`src/rtl/ordered_sets_encoder_mlane_if.sv`:
```
// Ordered-set request / multi-lane encoded block bundle.
interface ordered_sets_encoder_mlane_if #(
  parameter int LANES  = 4,
  parameter int OS_NUM = 14
);
  logic [OS_NUM-1:0]     ordered_sets;
  logic                  os_valid;
  logic                  os_ready;
  logic                  cc_en;
  logic [LANES*66-1:0]   encoded_blocks;
  logic                  out_valid;
  logic                  cc_active;

  modport master (
    output ordered_sets, os_valid, cc_en,
    input  os_ready, encoded_blocks, out_valid, cc_active
  );

  modport slave (
    input  ordered_sets, os_valid, cc_en,
    output os_ready, encoded_blocks, out_valid, cc_active
  );
endinterface

```
`src/rtl/ordered_sets_encoder_mlane.sv`:
```
// Multi-lane 64b/66b ordered-set encoder with periodic
// clock-compensation bursts.
module ordered_sets_encoder_mlane #(
  parameter int LANES     = 4,
  parameter int OS_NUM    = 14,
  parameter int CC_PERIOD = 5000,
  parameter int CC_LEN    = 3
) (
  input logic clk,
  input logic rst,
  ordered_sets_encoder_mlane_if.slave bus
);

  typedef enum logic {RUN, CC_BURST} state_e;

  localparam int CW = (CC_PERIOD > 1) ? $clog2(CC_PERIOD) : 1;
  localparam int BW = (CC_LEN > 1) ? $clog2(CC_LEN) : 1;
  localparam logic [CW-1:0] CC_LAST = CW'(CC_PERIOD - 1);
  localparam logic [BW-1:0] BURST_LAST = BW'(CC_LEN - 1);
  localparam logic [7:0] BTF_IDLE = 8'h78;
  localparam logic [7:0] BTF_CC   = 8'h7c;

  function automatic logic [7:0] os_btf(input int idx);
    case (idx)
      0:       os_btf = 8'h1e;
      1:       os_btf = 8'h2d;
      2:       os_btf = 8'h33;
      3:       os_btf = 8'h4b;
      4:       os_btf = 8'h55;
      5:       os_btf = 8'h66;
      6:       os_btf = 8'h87;
      7:       os_btf = 8'h99;
      8:       os_btf = 8'haa;
      9:       os_btf = 8'hb4;
      10:      os_btf = 8'hcc;
      11:      os_btf = 8'hd2;
      12:      os_btf = 8'he1;
      13:      os_btf = 8'hff;
      default: os_btf = BTF_IDLE;
    endcase
  endfunction

  state_e              state_q, state_d;
  logic [CW-1:0]       cc_cnt_q, cc_cnt_d;
  logic [BW-1:0]       burst_q, burst_d;
  logic [LANES*66-1:0] enc_q, enc_d;
  logic                out_valid_q;
  logic                cc_active_q, cc_active_d;
  logic                cc_due;
  logic [7:0]          req_btf;
  logic [7:0]          btf;

  assign cc_due = bus.cc_en && (cc_cnt_q == CC_LAST);
  assign bus.os_ready = !rst && (state_q == RUN) && !cc_due;

  // Walk downward so the lowest set bit wins.
  always_comb begin
    req_btf = BTF_IDLE;
    for (int i = OS_NUM - 1; i >= 0; i--) begin
      if (bus.ordered_sets[i]) req_btf = os_btf(i);
    end
  end

  always_comb begin
    state_d     = state_q;
    cc_cnt_d    = cc_cnt_q;
    burst_d     = burst_q;
    btf         = BTF_IDLE;
    cc_active_d = 1'b0;
    unique case (state_q)
      RUN: begin
        if (cc_due) begin
          cc_cnt_d = '0;
          burst_d  = '0;
          state_d  = CC_BURST;
        end else begin
          cc_cnt_d = bus.cc_en ? cc_cnt_q + CW'(1) : '0;
          if (bus.os_valid && bus.os_ready) btf = req_btf;
        end
      end
      CC_BURST: begin
        btf         = BTF_CC;
        cc_active_d = 1'b1;
        cc_cnt_d    = '0;
        if (burst_q == BURST_LAST) begin
          burst_d = '0;
          state_d = RUN;
        end else begin
          burst_d = burst_q + BW'(1);
        end
      end
      default: state_d = RUN;
    endcase
  end

  always_comb begin
    enc_d = '0;
    for (int k = 0; k < LANES; k++) begin
      enc_d[k*66 +: 66] = {2'b10, btf, 48'h0, 8'(k)};
    end
  end

  always_ff @(posedge clk or posedge rst) begin
    if (rst) begin
      state_q     <= RUN;
      cc_cnt_q    <= '0;
      burst_q     <= '0;
      enc_q       <= '0;
      out_valid_q <= 1'b0;
      cc_active_q <= 1'b0;
    end else begin
      state_q     <= state_d;
      cc_cnt_q    <= cc_cnt_d;
      burst_q     <= burst_d;
      enc_q       <= enc_d;
      out_valid_q <= 1'b1;
      cc_active_q <= cc_active_d;
    end
  end

  assign bus.encoded_blocks = enc_q;
  assign bus.out_valid      = out_valid_q;
  assign bus.cc_active      = cc_active_q;

endmodule

```
`src/flat_wrapper.sv`:
```
// flat-port wrapper written by rule: the top's interface ports become plain ports
module ordered_sets_encoder_mlane_flat 
#(
  parameter int LANES     = 4,
  parameter int OS_NUM    = 14,
  parameter int CC_PERIOD = 5000,
  parameter int CC_LEN    = 3
)
  (clk, rst, bus_ordered_sets, bus_os_valid, bus_cc_en, bus_os_ready, bus_encoded_blocks, bus_out_valid, bus_cc_active);
  ordered_sets_encoder_mlane_if #(.LANES(LANES), .OS_NUM(OS_NUM)) bus_i ();
  input logic clk;
  input logic rst;
  input wire logic [$bits(bus_i.ordered_sets)-1:0] bus_ordered_sets;
  input wire logic [$bits(bus_i.os_valid)-1:0] bus_os_valid;
  input wire logic [$bits(bus_i.cc_en)-1:0] bus_cc_en;
  output wire logic [$bits(bus_i.os_ready)-1:0] bus_os_ready;
  output wire logic [$bits(bus_i.encoded_blocks)-1:0] bus_encoded_blocks;
  output wire logic [$bits(bus_i.out_valid)-1:0] bus_out_valid;
  output wire logic [$bits(bus_i.cc_active)-1:0] bus_cc_active;
  assign bus_i.ordered_sets = bus_ordered_sets;
  assign bus_i.os_valid = bus_os_valid;
  assign bus_i.cc_en = bus_cc_en;
  assign bus_os_ready = bus_i.os_ready;
  assign bus_encoded_blocks = bus_i.encoded_blocks;
  assign bus_out_valid = bus_i.out_valid;
  assign bus_cc_active = bus_i.cc_active;
  ordered_sets_encoder_mlane #(.LANES(LANES), .OS_NUM(OS_NUM), .CC_PERIOD(CC_PERIOD), .CC_LEN(CC_LEN)) u_core (.clk(clk), .rst(rst), .bus(bus_i));
endmodule
```
`config.mk`:
```
export PLATFORM = sky130hd
export DESIGN_NAME = ordered_sets_encoder_mlane_flat
export DESIGN_NICKNAME = d
export VERILOG_FILES = /design/src/rtl/ordered_sets_encoder_mlane_if.sv /design/src/rtl/ordered_sets_encoder_mlane.sv /design/src/flat_wrapper.sv
export SDC_FILE = /design/constraint.sdc
export NUM_CORES = 1
export LEC_CHECK = 0
export ABC_AREA = 1
export ABC_CLOCK_PERIOD_IN_PS = 2100
export CELL_PAD_IN_SITES_DETAIL_PLACEMENT = 1
export CELL_PAD_IN_SITES_GLOBAL_PLACEMENT = 2
export CORE_MARGIN = 3
export CORE_UTILIZATION = 17
export CTS_CLUSTER_SIZE = 8
export DETAILED_ROUTE_END_ITERATION = 10
export GPL_ROUTABILITY_DRIVEN = 0
export PLACE_DENSITY = 0.9
export SYNTH_ARGS = -nofsm -noshare
export SYNTH_HDL_FRONTEND = slang
export SYNTH_SLANG_ARGS = --single-unit
```
`constraint.sdc`:
```
create_clock -name clk -period 2.1 [get_ports clk]
set_input_delay 0.21 -clock clk [delete_from_list [all_inputs] [get_ports clk]]
set_output_delay 0.21 -clock clk [all_outputs]
set_load 0.005 [all_outputs]
```
=== Word-level counts from Yosys, hierarchy flattened ===
Cells that the tools add are included.

* Word-level logic and storage cells: 45
* Output and inout port bits: 267
* Register bits: 58
* Input port bits: 18

* Equality and inequality tests: 3
* Muxes and demuxes: 27
* Bitwise logic cells: 1
* Reduce and logical (&&, ||, !) cells: 6
* Add/sub/neg operators: 2

{| class="wikitable"
|+ Operator list
! kind !! number
|-
| $mux 8 || 16
|-
| $mux 13 || 2
|-
| $pmux 13 s2 || 1
|-
| $pmux 8 s2 || 1
|-
| $add 13x1->13 const B || 1
|-
| $eq 13x13->1 const B || 1
|-
| $logic_and 1x1->1 || 4
|-
| $mux 2 || 2
|-
| $pmux 2 s2 || 1
|-
| $mux 1 || 3
|-
| $add 2x1->2 const B || 1
|-
| $eq 2x2->1 const B || 1
|-
| $logic_not 1->1 || 2
|-
| $ne 2x1->1 const B || 1
|-
| $pmux 1 s2 || 1
|-
| $not 1->1 || 1
|}

=== Longest topological paths before layout ===
* Word-level depth: 17
* Depth in mapped cells: 12
* Gate-level depth less buffers: 12

=== Least setup slack after synthesis ===
Ideal clock, no wire load.

* Kind: flip-flop to flip-flop
* Start: register u_core.cc_cnt_q[0]
* End: register u_core.cc_cnt_q[7]
* Path buffers: 1
* Library setup time: 0.126 ns
* Clock period less this slack: 1.400 ns
* Data arrival time: 1.274 ns
* Data required time: 1.974 ns
* Cell stages (with the launch flop): 10
* Path slack: 0.700 ns
* Path through: dfrtp_1 -> ha_1 -> nand3_1 -> nor3_2 -> nand3_2 -> nand2_2 -> inv_2 -> nand2_2 -> buf_6 -> nor3_2

* Longest elaborated chain between the ends: 4
* Elaborated cells on any way between the ends: 6
* Those cells by class: add/sub (1); eq/ne (1); mux (3); reduce/logical (1)

{| class="wikitable"
|+ RTL lines
! item !! RTL line !! text
|-
| from (decl) || ordered_sets_encoder_mlane.sv:44 || <nowiki>logic [CW-1:0] cc_cnt_q, cc_cnt_d;</nowiki>
|-
| from (signal assigned) || ordered_sets_encoder_mlane.sv:113 || <nowiki>cc_cnt_q <= cc_cnt_d;</nowiki>
|-
| $add 13x1->13 / $eq 13x13->1 (equally long branches) || ordered_sets_encoder_mlane.sv:77, ordered_sets_encoder_mlane.sv:53 ||
|-
| $mux 13 / $logic_and 1x1->1 (equally long branches) || ordered_sets_encoder_mlane.sv:77, ordered_sets_encoder_mlane.sv:53 ||
|-
| $mux 13 (*) || ordered_sets_encoder_mlane.sv:72 || <nowiki>if (cc_due) begin</nowiki>
|-
| $pmux 13 s2 (*) || ordered_sets_encoder_mlane.sv:70 || <nowiki>unique case (state_q)</nowiki>
|-
| via u_core.cc_cnt_d[7] || ordered_sets_encoder_mlane.sv:44 ||
|}

The timed path passes the listed nets; every way through them passes the cells marked *.
A chain may end at the register's enable or synchronous reset.

=== Worst setup path in the final report ===
* Start: register u_core.cc_cnt_q[1]
* End: output port bus_os_ready

* Longest elaborated chain between the ends: 4

{| class="wikitable"
|+ RTL lines
! item !! RTL line !! text
|-
| $eq 13x13->1 || ordered_sets_encoder_mlane.sv:53 || <nowiki>assign cc_due = bus.cc_en && (cc_cnt_q == CC_LAST);</nowiki>
|-
| $logic_and 1x1->1 || ordered_sets_encoder_mlane.sv:53 ||
|-
| $logic_not 1->1 || ordered_sets_encoder_mlane.sv:54 || <nowiki>assign bus.os_ready = !rst && (state_q == RUN) && !cc_due;</nowiki>
|-
| $logic_and 1x1->1 || ordered_sets_encoder_mlane.sv:54 ||
|-
| to (decl) || flat_wrapper.sv:16 || <nowiki>output wire logic [$bits(bus_i.os_ready)-1:0] bus_os_ready;</nowiki>
|}

Every way passes these cells.

==> impl_metrics.csv <==
group,metric,value,unit
power,leakagePower,1.70,nW
sta,fmax,0.511,GHz
global_routing,antenna_found_initial,1,
cts,insertion_delay,0.26,ns
floorplanning,die_h,147,um
placed_design,dpl.cell_count,731,
final_layout,drive_above_1_share,0.0734,
routing,vias_per_cell,2.74,
global_routing,grt_overflow,0,
synth,async_flop_share,1.00,
final_layout,diodes,0,
cts,htree_levels,1,
run,maxCapViolCount,0,
synth,syn_inst,444,
synth,synth_top_family_by_area,"buffers and inverters",
synth,yosysWarnings,0,
sta,timing.final.crit_share,0.932,
cts,cts_tree,"done",
global_routing,grt_pass1_vias,1817,
cts,clockRootBuffer,"clkbuf_16",
worst_setup_path,crit_required,1.89,ns
sta,hold_violations,0,
routing,antenna_left,0,
synth,yosysUniqueCellTypes,25,
worst_setup_path,crit_buf_inv,2,
sta,skew,0.00725,ns
synth,netlist_top_cells_area,"buf_4, dfrtp_1, nand2_1",
cts,ctsHoldBuffers,0,
floorplanning,io_pins,285,
cts,cts_sinks,26,
routing,routedWlPerCell,9.22,um
final_layout,final_nets,497,
routing,drt_iter0_markers,25,
global_routing,grt.total_usage,0.0527,
routing,dr.pass1.iters,4,
global_routing,grt_pass1_wl,9460,um
sta,layout_setup_ws,0.144,ns
worst_setup_path,cp_slowest_stage_delay,0.44,ns
synth,ys_ff_latch,26,
worst_setup_path,cp_common_cell,"nand3_2",
synth,syn-cell-area,0.00337,mm2
worst_setup_path,worstPathArrival,1.75,ns
worst_setup_path,path_cells,"ha_2 > nand3_1 > nor3_2 > nand3_2 > nand3_2 > inv_1 > clkdlybuf4s50_1",
hold_path,hp-class,"in2async",
sta,rsz0062_at_grt,"no",
worst_setup_path,cp_slowest_cell,"clkdlybuf4s50_1",
worst_setup_path,start_kind,"flip-flop",
floorplanning,core-area,0.0191,mm2
floorplanning,rows,50,
synth,netlist.area_leader.share,0.570,
final_layout,final_core_utilization,0.175,
cts,cts.clk_slew.worst_paths,0.07,ns
synth,synth_common_cells,"buf_4, nand2_1, dfrtp_1, inv_1, nor2_1",
status,status,"complete, no violations",
synth,postSynthAreaPerCell,7.59,um2
synth,yosys.area.top_type,"buf_4",
synth,ys.flop_type,"dfrtp_1",
worst_setup_path,cp-end-kind,"primary output",
placed_design,hpwlAfterDp,6050,um
routing,post-route-drc-count,0,
worst_setup_path,cp_max_fo,3,
worst_setup_path,worstSetupPathType,"reg2out",
placed_design,portBuffers,60,
global_routing,grt_max_degree,28,
final_layout,syn2layout_area_growth,-1.00,%
synth,synth_edf_count,0,
cts,clk_path_buf_depth,2,
placed_design,dpl_worst_slack,0.252,ns
worst_setup_path,crit_family,"buffers and inverters",
final_layout,stdcell_count,737,
floorplanning,die_w,147,um
floorplanning,dieArea,0.0216,mm2
sta,finalCriticalPeriod,1.96,ns
cts,cts_buffers,3,
synth,synth_most_common_cell,"buf_4",
routing,vias,2023,
power,ir_drop,0.000372,V
floorplanning,initial_core_util,0.177,
synth,yosysSeqAreaShare,0.193,
synth,synth_compound_area_frac,0.0189,
synth,synthAdderAreaFrac,0.00371,
synth,synth-xor-area-share,0.0208,
power,p_per_area,418,mW/mm2
synth,synth_mux_area_frac,0,
synth,synthSimpleGateAreaFrac,0.156,
sta,fin_tns_setup,0,ns
routing,wirelength,6800,um
sta,maxSlewViolCount,0,
sta,setup_viol,0,
## placed cells by master, fill, tap and decap left out, types with 4 or more instances in the layout
cell type        instances
nor2_1                  18
o21ai_0                  7
xor2_1                   6
inv_1                   25
nor2_2                  12
clkdlybuf4s50_1         60
dfrtp_1                 25
nand3_1                 11
inv_2                    4
nor3_1                   8
nand2_1                 45
conb_1                 225
## registers in the layout, indices dropped and copies added, names as in the netlist
signal	count
u_core.state_q	1
u_core.bus.cc_active	1
u_core.cc_cnt_q	13
u_core.bus.encoded_blocks	9
u_core.burst_q	2
## cell families after synthesis
group | Yosys count
fa+ha+maj | 1
buf+inv | 286
other cells | 2
flops | 26
xor+xnor | 8
compound gates | 12
simple gates | 109
## per-stage QoR
step	power, W	instance area [um2]	hold WS [ns]
2_1_floorplan	0.00103	4210	0.267
3_3_place_gp	0.000823	3210	0.444
3_5_place_dp	0.000825	3210	0.454
4_1_cts	0.00139	3320	0.448
5_1_grt	0.00148	3340	0.490
6_report	0.00140	3340	0.431
## worst reg2reg max path: stages (launching register included)
cell and delay [ns]:
dfrtp_1 0.36, ha_2 0.19, nand3_1 0.09, nor3_2 0.13, nand3_2 0.13, nand2_2 0.10
inv_2 0.05, nand2_2 0.29, nor3_1 0.08
## routing by layer
layer,vias to the layer above,global-route usage,part of all wire
met1,918,0.0512,0.32
met4,2,0.0155,0.010
met5,-,0,0.0019
li1,944,-,-
met2,152,0.111,0.55
met3,7,0.00895,0.13
## cell type report
class	instances	area, um2
clock buffers	3	75.1
clock inverters	1	30.0
fillers	2351	15700
inverters	29	109
multi-input cells	355	1520
flip-flops and latches	26	652
well taps	260	325
repair buffers	63	623
## power breakdown
part	switching [W]	internal, W
clock	0.000183	0.000380
combinational	0.000196	0.000111
sequential	0.0000144	0.000512
total	0.000393	0.00100
## what timing repair did
item / 4_1_cts / 5_1_grt
endpoints found under the setup margin: 1 / 1
buffers inserted: 1 / 1
gates resized for setup: 1 / 3
pin swaps: 0 / 0
hold endpoints to repair: 0 / 0
## final timing paths
check / from / depth (start not counted) / endpoint / slack (ns)
max: u_core.cc_cnt_q[1] / 7 / bus_os_ready / 0.14
min: rst / 3 / u_core.cc_cnt_q[5] / 0.43
max reg2reg: u_core.cc_cnt_q[1] / 8 / u_core.cc_cnt_q[5] / 0.56
min reg2reg: u_core.burst_q[1] / 1 / u_core.state_q / 0.46
max in group asynchronous: rst / 3 / u_core.cc_cnt_q[0] / 1.38
min in group clk: u_core.burst_q[1] / 1 / u_core.state_q / 0.46
Power figures use the tool's default switching activity.
